==> config.mk <==
export PLATFORM = sky130hd
export DESIGN_NAME = jedro_1_test_monitor
export DESIGN_NICKNAME = d
export VERILOG_FILES = /design/src/rtl/jedro_1_test_monitor.sv
export SDC_FILE = /design/constraint.sdc
export NUM_CORES = 1
export LEC_CHECK = 0
export ABC_AREA = 1
export CELL_PAD_IN_SITES_DETAIL_PLACEMENT = 0
export CELL_PAD_IN_SITES_GLOBAL_PLACEMENT = 1
export CORE_MARGIN = 2
export CORE_UTILIZATION = 47
export CTS_CLUSTER_DIAMETER = 100
export CTS_CLUSTER_SIZE = 20
export DETAILED_ROUTE_END_ITERATION = 10
export DONT_BUFFER_PORTS = 1
export PLACE_DENSITY = 0.79
export SETUP_SLACK_MARGIN = 0.1
export SYNTH_ARGS = -nofsm -noshare
export SYNTH_HDL_FRONTEND = slang
export SYNTH_SLANG_ARGS = --single-unit
==> constraint.sdc <==
create_clock -name clk_i -period 3.1 [get_ports clk_i]
set_clock_uncertainty 0.1 [all_clocks]
set_input_delay 0.62 -clock clk_i [delete_from_list [all_inputs] [get_ports clk_i]]
set_output_delay 0.62 -clock clk_i [all_outputs]
set_load 0.05 [all_outputs]
==> src/rtl/jedro_1_test_monitor.sv <==
// -----------------------------------------------------------------------------
// jedro_1_test_monitor
//
// Run-and-check monitor for jedro_1 directed instruction tests. The monitor
// lets the core run until the decoder flags an illegal instruction (used as a
// halt) or a cycle budget expires. It then waits a few cycles so the pipeline
// can drain. Finally it walks a small programmable expectation table and
// compares each enabled entry against the register file through its
// synchronous read port.
//
// Ports:
//   clk_i, rstn_i        clock, asynchronous active-low reset
//   start_i              start a run (accepted in IDLE or DONE)
//   illegal_instr_i      halt indication from the decoder (sampled in RUN only)
//   exp_we_i/idx/valid/addr/data
//                        expectation table write port (IDLE/DONE only)
//   rf_addr_o            registered regfile read address
//   rf_data_i            regfile read data, valid one cycle after rf_addr_o
//   busy_o, done_o       RUN/DRAIN/CHECK indication, DONE indication
//   pass_o, timeout_o    overall verdict, budget expired without halt
//   cycles_o             RUN cycles counted
//   fail_count_o         number of mismatching enabled entries
//   first_fail_idx_o     index of the first mismatching entry (0 if none)
// -----------------------------------------------------------------------------
module jedro_1_test_monitor #(
    parameter int DATA_WIDTH     = 32,
    parameter int REG_ADDR_WIDTH = 5,
    parameter int NUM_CHECKS     = 4,
    parameter int MAX_CYCLES     = 32,
    parameter int DRAIN_CYCLES   = 3,
    localparam int IDX_W = (NUM_CHECKS > 1) ? $clog2(NUM_CHECKS) : 1,
    localparam int CNT_W = $clog2(MAX_CYCLES + 1),
    localparam int FC_W  = $clog2(NUM_CHECKS + 1)
) (
    input  logic                      clk_i,
    input  logic                      rstn_i,
    input  logic                      start_i,
    input  logic                      illegal_instr_i,
    input  logic                      exp_we_i,
    input  logic [IDX_W-1:0]          exp_idx_i,
    input  logic                      exp_valid_i,
    input  logic [REG_ADDR_WIDTH-1:0] exp_addr_i,
    input  logic [DATA_WIDTH-1:0]     exp_data_i,
    output logic [REG_ADDR_WIDTH-1:0] rf_addr_o,
    input  logic [DATA_WIDTH-1:0]     rf_data_i,
    output logic                      busy_o,
    output logic                      done_o,
    output logic                      pass_o,
    output logic                      timeout_o,
    output logic [CNT_W-1:0]          cycles_o,
    output logic [FC_W-1:0]           fail_count_o,
    output logic [IDX_W-1:0]          first_fail_idx_o
);

    // Drain counter only needs to reach DRAIN_CYCLES-1; keep at least one bit.
    localparam int DC_W = (DRAIN_CYCLES > 0) ? $clog2(DRAIN_CYCLES + 1) : 1;
    // CHECK step counter runs 0..NUM_CHECKS+1.
    localparam int STEP_W = $clog2(NUM_CHECKS + 2);

    typedef enum logic [2:0] {
        ST_IDLE  = 3'd0,
        ST_RUN   = 3'd1,
        ST_DRAIN = 3'd2,
        ST_CHECK = 3'd3,
        ST_DONE  = 3'd4
    } state_e;

    state_e                    state_q;
    logic [CNT_W-1:0]          cycles_q;
    logic [DC_W-1:0]           drain_q;
    logic [STEP_W-1:0]         step_q;
    logic [REG_ADDR_WIDTH-1:0] rf_addr_q;
    logic                      busy_q;
    logic                      done_q;
    logic                      pass_q;
    logic                      timeout_q;
    logic [FC_W-1:0]           fail_count_q;
    logic [IDX_W-1:0]          first_fail_q;

    logic                      exp_valid_q [NUM_CHECKS];
    logic [REG_ADDR_WIDTH-1:0] exp_addr_q  [NUM_CHECKS];
    logic [DATA_WIDTH-1:0]     exp_data_q  [NUM_CHECKS];

    logic                      tbl_wr_s;
    logic                      budget_end_s;
    logic                      drain_last_s;
    logic                      iss_en_s;
    logic [IDX_W-1:0]          iss_idx_s;
    logic                      mismatch_s;
    logic [IDX_W-1:0]          cmp_idx_s;

    // Table write qualifier: only while parked, and only for existing entries.
    always_comb begin
        tbl_wr_s = 1'b0;
        if (exp_we_i && ((state_q == ST_IDLE) || (state_q == ST_DONE)) &&
            (32'(exp_idx_i) < 32'(NUM_CHECKS))) begin
            tbl_wr_s = 1'b1;
        end else begin
            tbl_wr_s = 1'b0;
        end
    end

    // Expectation table storage; retained across runs, cleared only by reset.
    always_ff @(posedge clk_i or negedge rstn_i) begin
        if (!rstn_i) begin
            for (int i = 0; i < NUM_CHECKS; i++) begin
                exp_valid_q[i] <= 1'b0;
                exp_addr_q[i]  <= '0;
                exp_data_q[i]  <= '0;
            end
        end else if (tbl_wr_s) begin
            exp_valid_q[exp_idx_i] <= exp_valid_i;
            exp_addr_q[exp_idx_i]  <= exp_addr_i;
            exp_data_q[exp_idx_i]  <= exp_data_i;
        end
    end

    // Budget and drain terminal conditions, evaluated on the current count.
    always_comb begin
        budget_end_s = (32'(cycles_q) + 32'd1 >= 32'(MAX_CYCLES));
        drain_last_s = (32'(drain_q) + 32'd1 >= 32'(DRAIN_CYCLES));
    end

    // CHECK pipeline: step s presents entry s; the entry presented in step s-1
    // is compared in step s because the regfile answers one cycle later.
    always_comb begin
        iss_en_s   = 1'b0;
        iss_idx_s  = '0;
        mismatch_s = 1'b0;
        cmp_idx_s  = '0;
        if (state_q == ST_CHECK) begin
            iss_en_s  = (32'(step_q) + 32'd1 < 32'(NUM_CHECKS));
            iss_idx_s = IDX_W'(step_q + STEP_W'(1'b1));
            if ((step_q != '0) && (32'(step_q) <= 32'(NUM_CHECKS))) begin
                cmp_idx_s  = IDX_W'(step_q - STEP_W'(1'b1));
                mismatch_s = exp_valid_q[cmp_idx_s] &&
                             (rf_data_i != exp_data_q[cmp_idx_s]);
            end else begin
                cmp_idx_s  = '0;
                mismatch_s = 1'b0;
            end
        end else begin
            iss_en_s   = 1'b0;
            iss_idx_s  = '0;
            mismatch_s = 1'b0;
            cmp_idx_s  = '0;
        end
    end

    // Main sequencer with all result outputs registered.
    always_ff @(posedge clk_i or negedge rstn_i) begin
        if (!rstn_i) begin
            state_q      <= ST_IDLE;
            cycles_q     <= '0;
            drain_q      <= '0;
            step_q       <= '0;
            rf_addr_q    <= '0;
            busy_q       <= 1'b0;
            done_q       <= 1'b0;
            pass_q       <= 1'b0;
            timeout_q    <= 1'b0;
            fail_count_q <= '0;
            first_fail_q <= '0;
        end else begin
            case (state_q)
                ST_IDLE, ST_DONE: begin
                    if (start_i) begin
                        state_q      <= ST_RUN;
                        busy_q       <= 1'b1;
                        done_q       <= 1'b0;
                        pass_q       <= 1'b0;
                        timeout_q    <= 1'b0;
                        cycles_q     <= '0;
                        fail_count_q <= '0;
                        first_fail_q <= '0;
                    end
                end
                ST_RUN: begin
                    cycles_q <= cycles_q + CNT_W'(1'b1);
                    // A halt in the same cycle the budget runs out is a halt.
                    if (illegal_instr_i || budget_end_s) begin
                        timeout_q <= !illegal_instr_i;
                        drain_q   <= '0;
                        step_q    <= '0;
                        if (DRAIN_CYCLES == 0) begin
                            state_q   <= ST_CHECK;
                            rf_addr_q <= exp_addr_q[0];
                        end else begin
                            state_q <= ST_DRAIN;
                        end
                    end
                end
                ST_DRAIN: begin
                    if (drain_last_s) begin
                        state_q   <= ST_CHECK;
                        step_q    <= '0;
                        rf_addr_q <= exp_addr_q[0];
                    end else begin
                        drain_q <= drain_q + DC_W'(1'b1);
                    end
                end
                ST_CHECK: begin
                    step_q <= step_q + STEP_W'(1'b1);
                    if (iss_en_s) begin
                        rf_addr_q <= exp_addr_q[iss_idx_s];
                    end
                    if (mismatch_s) begin
                        if (32'(fail_count_q) < 32'(NUM_CHECKS)) begin
                            fail_count_q <= fail_count_q + FC_W'(1'b1);
                        end
                        if (fail_count_q == '0) begin
                            first_fail_q <= cmp_idx_s;
                        end
                    end
                    // One settle step after the final compare, then publish.
                    if (32'(step_q) == 32'(NUM_CHECKS + 1)) begin
                        state_q <= ST_DONE;
                        busy_q  <= 1'b0;
                        done_q  <= 1'b1;
                        pass_q  <= (fail_count_q == '0) && !timeout_q;
                    end
                end
                default: begin
                    state_q <= ST_IDLE;
                    busy_q  <= 1'b0;
                    done_q  <= 1'b0;
                end
            endcase
        end
    end

    assign rf_addr_o        = rf_addr_q;
    assign busy_o           = busy_q;
    assign done_o           = done_q;
    assign pass_o           = pass_q;
    assign timeout_o        = timeout_q;
    assign cycles_o         = cycles_q;
    assign fail_count_o     = fail_count_q;
    assign first_fail_idx_o = first_fail_q;

endmodule

# Yosys cells after proc, flatten, opt, wreduce, memory -nomap -nowiden
# Cells that the tools add are included.
dict set report word_totals {
  regBits 180
  inputBits 77
  out_inout_bits 20
  elab_cells 146
}
dict set report classes {
  n_addsub 8
  n_lt_le_gt_ge 9
  eq_ne 15
  mux 58
  n_bitwise 4
  n_reduce_logical 29
}
# cell n
set op_table {}
lappend op_table {{bitwise mux 128 bit} 1}
lappend op_table {{2-to-1 mux 32 bit} 3}
lappend op_table {{binary-select mux 32 bit (select 2 bit)} 1}
lappend op_table {{demux 32 bit (select 2 bit)} 1}
lappend op_table {{!= test 32 bit} 1}
lappend op_table {{2-to-1 mux 3 bit} 9}
lappend op_table {{2-to-1 mux 5 bit} 5}
lappend op_table {{bitwise mux 20 bit} 1}
lappend op_table {{AND reduction 3 bit} 6}
lappend op_table {{2-to-1 mux 2 bit} 7}
lappend op_table {{2-to-1 mux 1 bit} 13}
lappend op_table {{!= test 2 bit (second input constant)} 6}
lappend op_table {{one-hot mux 3 bit (4 select lines)} 1}
lappend op_table {{one-hot mux 6 bit (2 select lines)} 1}
lappend op_table {{AND reduction 4 bit} 3}
lappend op_table {{binary-select mux 5 bit (select 2 bit)} 1}
lappend op_table {{demux 5 bit (select 2 bit)} 1}
lappend op_table {{one-hot mux 5 bit (2 select lines)} 1}
lappend op_table {{greater-or-equal comparator 3 bit (second input constant)} 3}
lappend op_table {{inverter 2 -> 3 bit} 3}
lappend op_table {{one-hot mux 3 bit (3 select lines)} 1}
lappend op_table {{one-hot mux 2 bit (2 select lines)} 2}
lappend op_table {{nonzero test 2 bit} 4}
lappend op_table {{adder 6 x 1 -> 7 bit (second input constant)} 1}
lappend op_table {{31 further kinds} 47}

# Depth between registers and ports, before layout
dict set report depth {
  depth_word 11
  mapped_depth 22
  mapped_depth_nobuf 18
}

# Worst setup path after synthesis
# No wires, ideal clock.
dict set report synth_timing {
  path_kind {register to register}
  start {register step_q[0]}
  end {register fail_count_q[0] (netlist: fail_count_o[0])}
  setup_ns 0.120
  arrival_ns 2.268
  t_required_ns 2.880
  path_slack_ns 0.612
  stages_incl_launch_ff 22
  path_buffers 5
  period_less_slack_ns 2.488
  path_cell_list {dfrtp_1 > buf_6 > inv_4 > buf_6 > buf_6 > ha_1 > buf_4 > clkinv_2 > buf_2 > nand3_1 > nand2_1 > nand2_1 > nand2_1 > nand3_1 > nor2_1 > nand2_1 > nor2_1 > nand2_1 > nand2_2 > nand2_4 > nand3_1 > nand2_1}
}
dict set report synth_via {
  elab_chain_len 11
  word_cells_on_any_way 17
  classes_between {add/sub (1); order compare (1); eq/ne (2); mux (8); bitwise (1); reduce/logical (4)}
}
# item line_no
set synth_lines {}
lappend synth_lines {{start, declared} 71} ;# logic [STEP_W-1:0] step_q;
lappend synth_lines {{start signal, assigned} 203} ;# step_q <= step_q + STEP_W'(1'b1);
lappend synth_lines {{subtractor 2 x 1 -> 2 bit} 135} ;# cmp_idx_s = IDX_W'(step_q - STEP_W'(1'b1));
lappend synth_lines {{inverter 2 -> 3 bit (implied by the code)} {136, 137}}
lappend synth_lines {{binary-select mux 32 bit (select 2 bit)} 137} ;# (rf_data_i != exp_data_q[cmp_idx_s]);
lappend synth_lines {{2-to-1 mux 32 bit (implied by the code) (2 in a row)} 137}
lappend synth_lines {{!= test 32 bit} 137}
lappend synth_lines {{logical AND 1 bit} 136} ;# mismatch_s = exp_valid_q[cmp_idx_s] &&
lappend synth_lines {{2-to-1 mux 1 bit *} 134} ;# if ((step_q != '0) && (32'(step_q) <= 32'(NUM_CHECKS))) begin
lappend synth_lines {{2-to-1 mux 1 bit *} 131} ;# if (state_q == ST_CHECK) begin
lappend synth_lines {{!= test 2 bit (no line) *} n/a}
lappend synth_lines {{AND reduction 4 bit (no line) *} n/a}
lappend synth_lines {{end signal, assigned} 209} ;# fail_count_q <= fail_count_q + FC_W'(1'b1);
lappend synth_lines {{end, declared} 77} ;# logic [FC_W-1:0] fail_count_q;
# Mark *: on every way between the ends. The rest lies on a longest branch, timed or not. The select of a mux whose other input is x is not followed.
# A chain may end at the register's enable or synchronous reset.

# Final worst setup path
dict set report layout_timing {
  start {register step_q[1]}
  end {register first_fail_q[1] (netlist: first_fail_idx_o[1])}
}
dict set report layout_via {
  elab_chain_len 11
  word_cells_on_any_way 21
  classes_between {add/sub (1); order compare (1); eq/ne (2); mux (12); bitwise (1); reduce/logical (4)}
}
# item line_no
set layout_lines {}
lappend layout_lines {{subtractor 2 x 1 -> 2 bit} 135}
lappend layout_lines {{inverter 2 -> 3 bit (implied by the code)} {136, 137}}
lappend layout_lines {{binary-select mux 32 bit (select 2 bit)} 137}
lappend layout_lines {{2-to-1 mux 32 bit (implied by the code) (2 in a row)} 137}
lappend layout_lines {{!= test 32 bit} 137}
lappend layout_lines {{logical AND 1 bit} 136}
lappend layout_lines {{2-to-1 mux 1 bit} 134}
lappend layout_lines {{2-to-1 mux 1 bit} 131}
lappend layout_lines {{!= test 2 bit (no line)} n/a}
lappend layout_lines {{AND reduction 4 bit (no line)} n/a}
lappend layout_lines {{end signal, assigned} 212} ;# first_fail_q <= cmp_idx_s;
lappend layout_lines {{end, declared} 78} ;# logic [IDX_W-1:0] first_fail_q;
# Parallel ways exist; a longest one is shown, timed or not. The select of a mux whose other input is x is not followed.

==> results by group <==
Synthesis
  • Yosys Warn Count: 0
  • Synthesized Nets: 1218
  • Post-synth top flop: dfrtp_1
  • Synth Cell Area: 8760 µm²
  • Distinct cells, synth: 34
  • Synth Instances: 1133
  • Seq/Total Area, Yosys: 0.514
  • Syn_area_per_cell: 7.73 µm²
  • Ys async rst share: 1.00
  • Seq cells post-synth: 180
  • Number of flops mapped to enable cells by yosys: 0

Clock tree
  • CTS tree: built
  • Clock Sink Count: 180
  • Post_cts resized: 0
  • CTS clk-pin slew, worst paths: 70 ps
  • Worst-Skew Late Latency: 430 ps
  • CTS Buf Count: 17
  • Setup bufs post-CTS: 0
  • Root buffer cell: clkbuf_16
  • Clk buf depth: 2
  • Max H-tree Level: 4

Layout
  • Commonest non-fill, non-tap cell in the layout: nand2_1
  • Synthesis-to-layout area growth: 8.41%
  • Ant diodes: 0
  • Final Net Count: 1192
  • Share of cells above drive strength 1: 0.0563
  • Commonest non-fill, non-tap cells in the layout: 418 x nand2_1, 179 x dfrtp_1, 174 x o21ai_0, 104 x nand3_1, 94 x inv_1

Status
  • Status: finished with violations
  • Failing checks: negative hold slack

Place
  • Hpwl dp: 12.5 mm
  • Placer congestion estimate: 0.722
  • PortBufs: 0
  • Pre-CTS setup slack: 388 ps

STA
  • Final hold vios: 180
  • Slew margin rel.: 0.449
  • Max-slew violations: 0
  • Unrepaired setup endpoints after global routing: no
  • Setup total negative slack: 0 ps
  • Peak Freq: 377 MHz
  • Worst-Margin Slew: 827 ps
  • Min Tclk post-route: 2650 ps
  • Final number of setup-violating endpoints: 0
  • Crit share post-route: 0.856
  • Hold WS: -218 ps
  • Final worst-path setup slack: 446 ps

Global route
  • Initial antenna violation count: 0
  • Vias in the first global route: 6814
  • All-Layer GR Usage: 0.219
  • Total gr overflow: 0
  • Largest net degree at the start of global routing: 181
  • First-pass GRT wire length: 34.7 mm

Critical path
  • Worst Setup End Kind: register
  • Critical path arrival: 2920 ps
  • Worst setup path category: register to register
  • Startpoint type of the worst setup path: register
  • WP data required: 3360 ps
  • Worst-path fanout max: 34

Detailed routing
  • Post-DRT Antenna Nets: 0
  • Vias/cell: 5.21
  • Vias post-DR: 7029
  • Starting DRT DRC Count: 453
  • Drt drc: 0
  • Final wirelength: 20.5 mm
  • WL/cell: 15.2 µm
  • First-pass iteration count of the detailed router: 5

Power and ir drop
  • Pwr dens: 1110 nW/µm²
  • Peak supply drop: 0.478 mV
  • P_leak: 4.83 nW

Floorplanning
  • Io pins: 97
  • Die H: 141 µm
  • Starting utilization of the core area: 0.483
  • Area of the core: 18100 µm²
  • Die Width: 141 µm
  • Die area: 19800 µm²
  • Number of core rows: 49

Min path
  • Min-Delay Path Class: input pin to asynchronous set/reset pin

Run
  • MaxCap Viol Count: 0
## area by class of cell
cell class | instances | area (µm²)
Clock buffer | 19 | 453
Clock inverter | 13 | 171
Fill cell | 1778 | 8650
Inverter | 96 | 364
Multi-Input combinational cell | 800 | 3620
Sequential cell | 180 | 4510
Tap cell | 229 | 287
Timing Repair Buffer | 12 | 103
## final timing paths
kind                                      startpoint                               to  slack, ps  cells after the start
max                            step_q[1]$_DFFE_PN0P_  first_fail_idx_o[1]$_DFFE_PN0P_        450                     17
min                                           rstn_i          cycles_o[2]$_DFFE_PN0P_       -220                      0
max reg2reg                    step_q[1]$_DFFE_PN0P_  first_fail_idx_o[1]$_DFFE_PN0P_        450                     17
min reg2reg                exp_addr_q[6]$_DFFE_PN0P_        exp_addr_q[6]$_DFFE_PN0P_        380                      2
max in group asynchronous                     rstn_i       exp_data_q[19]$_DFFE_PN0P_       2810                      0
min in group clk_i                   illegal_instr_i            timeout_o$_DFFE_PN0P_        260                      3
## where the power goes
group / internal [W] / switching [W] / leakage (nW) / total [W]
sequential: 0.00348 / 0.000960 / 2.28 / 0.00444
clock: 0.00133 / 0.000965 / 0.307 / 0.00229
combinational: 0.00142 / 0.00235 / 2.24 / 0.00377
## state kept, by name, summed over array words and instances, names as in the netlist, 2 cells and up
register and flops:
state_q 3, step_q 3, first_fail_idx_o 2, cycles_o 6, exp_data_q 128, exp_addr_q 20, exp_valid_q 4, fail_count_o 3
rf_addr_o 5, drain_q 2
## cells in the mapped netlist (3+ instances only)
library cell | n | area share
nand2_2 | 3 | 0.0021
nor3_1 | 4 | 0.0023
dfrtp_1 | 180 | 0.51
a21oi_1 | 6 | 0.0034
nor2_1 | 45 | 0.019
mux2_2 | 4 | 0.0051
o22ai_1 | 5 | 0.0036
nand2_1 | 420 | 0.18
o21ai_0 | 174 | 0.099
buf_6 | 7 | 0.0090
ha_1 | 8 | 0.011
clkbuf_1 | 32 | 0.014
buf_2 | 15 | 0.0086
nand3b_1 | 6 | 0.0051
inv_1 | 94 | 0.040
nand3_1 | 106 | 0.061
## layer usage
metal / vias to the layer above / track usage / part of all wire
met4: 0 / 0.0553 / 0.0096
met1: 3309 / 0.314 / 0.48
li1: 3570 / - / -
met3: 13 / 0.0421 / 0.052
met2: 137 / 0.347 / 0.46
met5: - / 0 / 0
## through the flow
stage / util / instance area (µm²) / instances / total power [W]
floorplan: - / 8760 / 1133 / 0.00743
global placement: 0.489 / 8880 / 1317 / 0.00818
detailed placement: 0.489 / 8880 / 1317 / 0.00830
CTS: 0.524 / 9500 / 1349 / 0.0106
global route: 0.524 / 9500 / 1349 / 0.0115
finish: 0.524 / 9500 / 1349 / 0.0105
## cells by family after synthesis
family | share of synthesized area
multiplexers | 0.00642
buffers and inverters | 0.0750
AO/OA/AOI/OAI | 0.114
adder cells (fa/ha/maj) | 0.0114
flip-flops | 0.514
AND/OR/NAND/NOR | 0.275
XOR/XNOR | 0.00400
## worst max-delay path, stage by stage, from the launching register on
cell and delay (ps):
dfrtp_1 340, inv_1 80, ha_1 320, buf_4 420, nand3_1 170, nand2_1 90, nand2_1 50, nand2_1 50
nand2_1 50, nor2_1 120, nand2_1 80, nor2_1 210, nand2_1 110, nand2_2 90, nand2_4 80, nand2_2 80
nand2_1 50, nand2_1 80
No activity file was read; power rests on OpenSTA's default activity.
